File: src/rtl/stopwatch_pkg.sv
// Shared constants for the stopwatch time counter: the packed MM:SS.cc
// vector width, per-digit rollover limits and the field offsets of each
// BCD digit inside the packed vector.
package stopwatch_pkg;

  localparam int DIGIT_W = 4;
  localparam int TIME_W  = 6 * DIGIT_W;

  // Highest legal value of each BCD digit before it rolls over to 0.
  localparam int CS_LO_MAX  = 9;
  localparam int CS_HI_MAX  = 9;
  localparam int SEC_LO_MAX = 9;
  localparam int SEC_HI_MAX = 5;
  localparam int MIN_LO_MAX = 9;
  localparam int MIN_HI_MAX = 5;

  // Bit offsets of each digit in {min_hi,min_lo,sec_hi,sec_lo,cs_hi,cs_lo}.
  localparam int CS_LO_OFF  = 0;
  localparam int CS_HI_OFF  = 4;
  localparam int SEC_LO_OFF = 8;
  localparam int SEC_HI_OFF = 12;
  localparam int MIN_LO_OFF = 16;
  localparam int MIN_HI_OFF = 20;

  typedef logic [TIME_W-1:0] time_vec_t;

endpackage

File: src/rtl/stopwatch_time_counter_bcd_digit.sv
// One BCD digit of the stopwatch carry chain. Counts 0..MAX on each inc
// and wraps to 0; carry_out is combinational so a whole chain of digits
// resolves its carries within a single clock edge.
module bcd_digit #(
  parameter int MAX = 9
) (
  input  logic       clk,
  input  logic       reset,
  input  logic       inc,
  output logic [3:0] value,
  output logic       carry_out
);

  localparam logic [3:0] MAX_V = 4'(MAX);

  assign carry_out = inc && (value == MAX_V);

  // Digit register: clear on reset, advance or wrap on inc, else hold.
  always_ff @(posedge clk) begin
    if (reset) begin
      value <= 4'd0;
    end else if (inc) begin
      value <= (value == MAX_V) ? 4'd0 : value + 4'd1;
    end else begin
      value <= value;
    end
  end

endmodule

File: src/rtl/stopwatch_time_counter.sv
// Stopwatch time counter: divides the system clock down to a 10 ms tick,
// keeps elapsed time as BCD MM:SS.cc in a six-digit carry chain and keeps
// a display copy that either follows the live count (one cycle behind) or
// stays frozen.
//
// count_en and display_en are plain levels from the control stage; there
// is no valid/ready handshake on this block, every edge samples both.
//
// Build option: define STOPWATCH_SATURATE_EN to stop at 59:59.99 instead
// of wrapping to 00:00.00; wrapped then means "saturated".
module stopwatch_time_counter
  import stopwatch_pkg::*;
#(
  parameter int CLK_HZ  = 50_000_000,
  parameter int TICK_HZ = 100
) (
  input  logic              clk,
  input  logic              reset,
  input  logic              count_en,
  input  logic              display_en,
  output logic [TIME_W-1:0] disp_digits,
  output logic [TIME_W-1:0] live_digits,
  output logic              tick,
  output logic              wrapped
);

  localparam int DIV = (TICK_HZ > 0) ? (CLK_HZ / TICK_HZ) : 0;
  localparam int PW  = (DIV > 1) ? $clog2(DIV) : 1;
  localparam logic [PW-1:0] LAST = PW'(DIV - 1);

  generate
    if ((TICK_HZ <= 0) || (DIV < 2) || ((DIV * TICK_HZ) != CLK_HZ)) begin : g_bad_div
      $error("stopwatch_time_counter: CLK_HZ/TICK_HZ must be an integer >= 2");
    end
  endgenerate

  logic [PW-1:0]      presc;
  logic               step;
  logic               chain_inc;
  logic               wrap_evt;
  logic [5:0]         carry;
  logic [DIGIT_W-1:0] d_cs_lo, d_cs_hi, d_sec_lo, d_sec_hi, d_min_lo, d_min_hi;

  // A 10 ms increment is due on this edge.
  assign step = count_en && (presc == LAST);

`ifdef STOPWATCH_SATURATE_EN
  logic at_max;
  assign at_max = (d_min_hi == 4'(MIN_HI_MAX)) && (d_min_lo == 4'(MIN_LO_MAX)) &&
                  (d_sec_hi == 4'(SEC_HI_MAX)) && (d_sec_lo == 4'(SEC_LO_MAX)) &&
                  (d_cs_hi  == 4'(CS_HI_MAX))  && (d_cs_lo  == 4'(CS_LO_MAX));
  // Hold the chain at 59:59.99; the top carry can then never fire.
  assign chain_inc = step && !at_max;
  assign wrap_evt  = (step && at_max) || carry[5];
`else
  assign chain_inc = step;
  assign wrap_evt  = carry[5];
`endif

  bcd_digit #(.MAX(CS_LO_MAX)) u_cs_lo (
    .clk(clk), .reset(reset), .inc(chain_inc), .value(d_cs_lo), .carry_out(carry[0])
  );
  bcd_digit #(.MAX(CS_HI_MAX)) u_cs_hi (
    .clk(clk), .reset(reset), .inc(carry[0]), .value(d_cs_hi), .carry_out(carry[1])
  );
  bcd_digit #(.MAX(SEC_LO_MAX)) u_sec_lo (
    .clk(clk), .reset(reset), .inc(carry[1]), .value(d_sec_lo), .carry_out(carry[2])
  );
  bcd_digit #(.MAX(SEC_HI_MAX)) u_sec_hi (
    .clk(clk), .reset(reset), .inc(carry[2]), .value(d_sec_hi), .carry_out(carry[3])
  );
  bcd_digit #(.MAX(MIN_LO_MAX)) u_min_lo (
    .clk(clk), .reset(reset), .inc(carry[3]), .value(d_min_lo), .carry_out(carry[4])
  );
  bcd_digit #(.MAX(MIN_HI_MAX)) u_min_hi (
    .clk(clk), .reset(reset), .inc(carry[4]), .value(d_min_hi), .carry_out(carry[5])
  );

  assign live_digits[CS_LO_OFF  +: DIGIT_W] = d_cs_lo;
  assign live_digits[CS_HI_OFF  +: DIGIT_W] = d_cs_hi;
  assign live_digits[SEC_LO_OFF +: DIGIT_W] = d_sec_lo;
  assign live_digits[SEC_HI_OFF +: DIGIT_W] = d_sec_hi;
  assign live_digits[MIN_LO_OFF +: DIGIT_W] = d_min_lo;
  assign live_digits[MIN_HI_OFF +: DIGIT_W] = d_min_hi;

  // Prescaler, registered tick pulse and sticky wrapped flag; a pause
  // keeps the partial interval so resuming does not restart it.
  always_ff @(posedge clk) begin
    if (reset) begin
      presc   <= '0;
      tick    <= 1'b0;
      wrapped <= 1'b0;
    end else begin
      tick <= step;
      if (count_en) begin
        presc <= (presc == LAST) ? '0 : presc + 1'b1;
      end
      if (wrap_evt) begin
        wrapped <= 1'b1;
      end
    end
  end

  // Display copy samples the pre-increment live value while enabled.
  always_ff @(posedge clk) begin
    if (reset) begin
      disp_digits <= '0;
    end else if (display_en) begin
      disp_digits <= live_digits;
    end
  end

endmodule

File: config.mk
export PLATFORM = sky130hd
export DESIGN_NAME = stopwatch_time_counter
export DESIGN_NICKNAME = d
export VERILOG_FILES = /design/src/rtl/stopwatch_pkg.sv /design/src/rtl/stopwatch_time_counter_bcd_digit.sv /design/src/rtl/stopwatch_time_counter.sv
export SDC_FILE = /design/constraint.sdc
export NUM_CORES = 1
export LEC_CHECK = 0
export ABC_AREA = 1
export BUFFER_PORTS_ARGS = -buffer_cell sky130_fd_sc_hd__buf_2
export CAP_MARGIN = 0
export CORE_UTILIZATION = 45
export CTS_CLUSTER_DIAMETER = 100
export DETAILED_ROUTE_END_ITERATION = 16
export PLACE_DENSITY = 0.65
export SLEW_MARGIN = 5
export SYNTH_ARGS = -nofsm -noshare
export SYNTH_HDL_FRONTEND = slang
export SYNTH_SLANG_ARGS = --single-unit
File: constraint.sdc
create_clock -name clk -period 3.2 [get_ports clk]
set_clock_uncertainty 0.1 [all_clocks]
set_input_delay 0.64 -clock clk [delete_from_list [all_inputs] [get_ports clk]]
set_output_delay 0.64 -clock clk [all_outputs]
set_load 0.005 [all_outputs]
# --- After elaboration in Yosys (flattened, before gate mapping) ---
# Cells that the tools add are included.
classes:
  addsub: 7
  n_eq_ne: 7
  n_mux: 7
  reduce_logical: 7
op_table:
  columns: ["op", "count"]
  rows:
  - ["4-bit by 1-bit adder with 4-bit output (second input constant)", 6]
  - ["4-bit two-way mux", 6]
  - ["19-bit by 1-bit adder with 19-bit output (second input constant)", 1]
  - ["19-bit == test (second input constant)", 1]
  - ["19-bit two-way mux", 1]
  - ["4-bit == test (second input constant)", 4]
  - ["4-bit by 3-bit == test with 1-bit output (second input constant)", 2]
  - ["1-bit logical AND", 7]
word_totals:
  register_bits: 69
  output_inout_bits: 50
  elab_cells: 38

# --- Logic depth before layout (Yosys ltp) ---
depth:
  ltp_word: 8
  depth_mapped: 11
  depth_no_buf: 11

# --- By module ---
# From an unflattened synthesis, not the netlist that was laid out.
unflattened:
  hier_cells: 439
  hier_area_um2: 3105.5
by_module_without_submodules:
  columns: ["mod", "n_inst", "cells_each", "area_each_um2", "seq_area_each_um2"]
  rows:
  - ["stopwatch_time_counter", 1, 275, 1986.9, 900.9]
  - ["bcd_digit at u_cs_hi ...", 4, 27, 185.2, 80.1]
  - ["bcd_digit at u_min_hi ...", 2, 28, 188.9, 80.1]

# --- Worst setup path after synthesis ---
# OpenSTA, ideal clock, no wires.
synth_timing:
  path_type: "input to register"
  startpoint: "in count_en"
  endpoint: "reg u_min_hi.value[1]"
  arrival_ns: 1.775
  path_slack_ns: 1.191
  cell_stages: 11
  path_buffers: 2
  path_cell_list: "buf_4 > inv_2 > nor2_2 > nand3_2 > nor2_4 > nand4_4 > nor2_4 > buf_6 > nand3_1 > nand2_1 > a21oi_1"
synth_between:
  elab_chain_len: 6
synth_rtl:
  columns: ["item", "line_no", "source"]
  rows:
  - ["start: declaration", "stopwatch_time_counter.sv:19", "input logic count_en,"]
  - ["1-bit logical AND", "stopwatch_time_counter.sv:45", "assign step = count_en && (presc == LAST);"]
  - ["1-bit logical AND (5 in series)", "stopwatch_time_counter_bcd_digit.sv:16", "assign carry_out = inc && (value == MAX_V);"]
  - ["end signal: assignment", "stopwatch_time_counter_bcd_digit.sv:23", "value <= (value == MAX_V) ? 4'd0 : value + 4'd1;"]
  - ["end signal: assignment", "stopwatch_time_counter_bcd_digit.sv:25", "value <= value;"]
  - ["end: declaration", "stopwatch_time_counter_bcd_digit.sv:10", "output logic [3:0] value,"]
# No other way between the ends.
# A chain may end at the register's enable or synchronous reset.

# --- Final worst setup path ---
layout_timing:
  startpoint: "reg presc[0]"
  endpoint: "reg u_min_hi.value[3]"
layout_between:
  elab_chain_len: 7
layout_rtl:
  columns: ["item", "line_no", "source"]
  rows:
  - ["start: declaration", "stopwatch_time_counter.sv:37", "logic [PW-1:0] presc;"]
  - ["start signal: assignment", "stopwatch_time_counter.sv:96", "presc <= (presc == LAST) ? '0 : presc + 1'b1;"]
  - ["19-bit == test", "stopwatch_time_counter.sv:45", null]
  - ["1-bit logical AND", "stopwatch_time_counter.sv:45", null]
  - ["1-bit logical AND (5 in series)", "stopwatch_time_counter_bcd_digit.sv:16", null]
# No other way between the ends.

==> out/metrics.yaml <==
fin_crit_sh_pct: 62.6
gr-total-overflow: 0
layout_commonest_cell: "dfxtp_1"
antenna_found_initial: 0
fp.dieW_um: 83.3
r2r_setup_slack_ns: 1.20
rsz0062_at_grt: "no"
setup_ws_ns: 1.20
portBuffers: 53
outcome: "complete, no violations"
drive_gt1_share_pct: 18.5
yosys.area.top_type_share_pct: 46.4
worstReg2RegEnd: "u_min_hi.value[3]"
mostFrequentLayoutCells: "dfxtp_1 (69), nand2_1 (61), buf_2 (53)"
p_switching_uw: 339
ys_warn_count: 0
setup_violations: 0
synth-compound-area-share_pct: 15.9
min_path_type: "flip-flop to flip-flop"
yosys_register_bits: 69
clockRootBuffer: "clkbuf_8"
post_drt_wl_per_cell_um: 11.5
reg2reg_from: "presc[0]"
num_rows: 29
rr_worst_depth: 11
crit_buf_inv: 1
synthAdderAreaFrac_pct: 0.420
post-route-min-period_ns: 2.00
cts_made_buffers: 9
worstHoldStart: "wrapped"
path_delay_family: "simple AND/OR/NAND/NOR gates"
slew_viol_final: 0
routed-via-count: 2696
multi_input_area_um2: 1340
first_global_vias: 2396
synthTopCellsByArea: "dfxtp_1 (46%), a21oi_1 (8.1%), nand2_1 (7.7%), o21ai_0 (6.7%), nor2_1 (6.3%)"
dr.pass1.iters: 4
slowest_delay_ns: 0.36
seqPwrFrac_pct: 54.9
post-place-ws_ns: 0.823
drtAntennaViolNets: 0
fin_nets: 462
initial_core_util_pct: 46.9
drt_iter0_drc: 49
p_per_area_nw_per_um2: 466
fmax_mhz: 499
power.internal_uw: 1270
setup_tns_ns: 0
synth_nets: 411
dieArea_um2: 6940
synth_cells: 406
ios: 54
cts.repair.resized: 0
p_leak_uw: 0.00139
min_to: "wrapped"
synth_cell_types: 32
areaGrowthSynthToFinish_pct: 16.2
drv_cap: 0
seq_area_um2: 1380
end_kind: "flip-flop"
synth.avg_cell_area_um2: 7.33
synth_top_family_by_area: "simple AND/OR/NAND/NOR gates"
clock_sinks: 69
clkPwrFrac_pct: 40.9
dp.final_hpwl_mm: 4.44
grt_first_pass_wirelength_mm: 10.5
place_inst: 523
synth_edf_count: 0
hold_viol: 0
clkLatencyLatePin_ns: 0.34
p_sw_share_pct: 21.0
cp-start-kind: "flip-flop"
cts_tree: "built"
core_um2: 6350
worstPathMaxFanout: 12
crit_chain: "ha_1, nand3_1, inv_2, nand3_2, nor2_4, nand4_4, nor2_4, nand3_1, nand2_1, nand2_1, nor2_1"
synthArstFlopShare_pct: 0
power_frac_comb_pct: 4.2
die_y_um: 83.3
vias_per_cell: 5.02
drcViolationCount: 0
critPathKind: "flip-flop to flip-flop"
crit_required_ns: 3.37
clockBufferDepth: 2
grt_max_degree: 49
relSlewSlack_pct: 31.7
synthXorXnorAreaFrac_pct: 1.77
synthSimpleGateAreaFrac_pct: 26.8
routed_wl_mm: 6.17
postCtsSetupRepairBufs: 0
cts_hold_buf: 0
cts.clk_slew.worst_paths_ns: 0.06
yosysTopAreaCell: "dfxtp_1"
grt_usage_pct: 18.7
instances_no_fill: 537
fill_cells: 640
cts-htree-levels: 3
synth_seq_area_share_pct: 46.4
diodes: 0
synthFlopType: "dfxtp_1"
ir_worst_vdd_mv: 0.285
arrival_ns: 2.18
place.gp.congestion: 0.876
synth_mux_area_share_pct: 0
cpMaxStageDelayCell: "dfxtp_1"
syn_area_um2: 2980
hold_depth: 2
tightest_slew_ns: 1.02
-- power by group through the flow --
stage | registers (uW) | logic [uW] | clock network, uW
after floorplan | 905 | 43.9 | 0
after global placement | 903 | 67.7 | 0
after detailed placement | 903 | 69.3 | 0
after CTS | 884 | 69.1 | 682
after global routing | 885 | 78.3 | 725
final | 884 | 68.0 | 660
-- cells in the mapped netlist (2+ instances only) --
cell	n
nor3_1	15
nand3_1	20
inv_2	8
a31oi_1	2
o21ai_0	40
nor2_1	50
nand3b_1	2
nand3_2	2
inv_1	45
nor2_4	3
nand4_1	8
clkbuf_1	11
nor2_2	2
xor2_1	4
nand2_1	61
a21oi_1	48
xnor2_1	2
dfxtp_1	69
-- tightest hold or removal path, delay by kind of cell (launching register included) --
family / cells / cell delay (ns)
buf+inv: 1 / 0.05
flops: 1 / 0.31
compound gates: 1 / 0.05
-- registers in the layout, summed over array words and instances (netlist names) --
name / cells
disp_digits: 24
presc: 19
u_cs_hi.value: 4
u_cs_lo.value: 4
u_min_hi.value: 4
u_min_lo.value: 4
u_sec_hi.value: 4
u_sec_lo.value: 4
tick: 1
wrapped: 1
-- how the worst max path moves through the flow --
stage	slack, ns	cells past startpoint	start	end
floorplan	1.19	11	count_en	u_min_hi.value[1]
global placement	0.89	4	reset	u_cs_lo.value[1]
detailed placement	0.82	4	reset	u_cs_lo.value[1]
CTS	1.18	11	presc[0]	u_min_hi.value[3]
global route	1.01	10	presc[0]	u_min_hi.value[2]
finish	1.20	11	presc[0]	u_min_hi.value[3]
-- final cells by class --
class,count,area share [%]
clock inverter,2,1.01
tap,77,2.79
inverter,53,5.75
clock buffer,12,4.20
sequential,69,39.9
multi-input combinational,271,38.6
timing repair buffer,53,7.67
-- per-stage QoR --
step / hold slack, ns / util [%] / total power, uW / instance area, um^2
after floorplan: 0.347 / - / 948 / 2980
after global placement: 0.340 / 51.6 / 971 / 3280
after detailed placement: 0.342 / 51.6 / 973 / 3280
after CTS: 0.353 / 54.5 / 1640 / 3460
after global routing: 0.379 / 54.5 / 1690 / 3460
final: 0.353 / 54.5 / 1610 / 3460
-- kinds of logic after synthesis --
family                     after synthesis
AOI/OAI and AO/OA                       93
xor gates and xnor gates                 6
adders and majority gates                1
buffers and inverters                   66
DFF                                     69
and+or+nand+nor                        171
-- layer usage --
| metal | vias to the layer above | routed length [um] | global-route usage (%) |
|---|---|---|---|
| met1 | 1216 | 3070 | 24.3 |
| met3 | 11 | 266 | 4.97 |
| li1 | 1421 | - | - |
| met2 | 48 | 2730 | 29.0 |
| met4 | 0 | 106 | 8.46 |
| met5 | - | 0 | 0 |
Note: power is estimated with default switching activity, not from simulation.
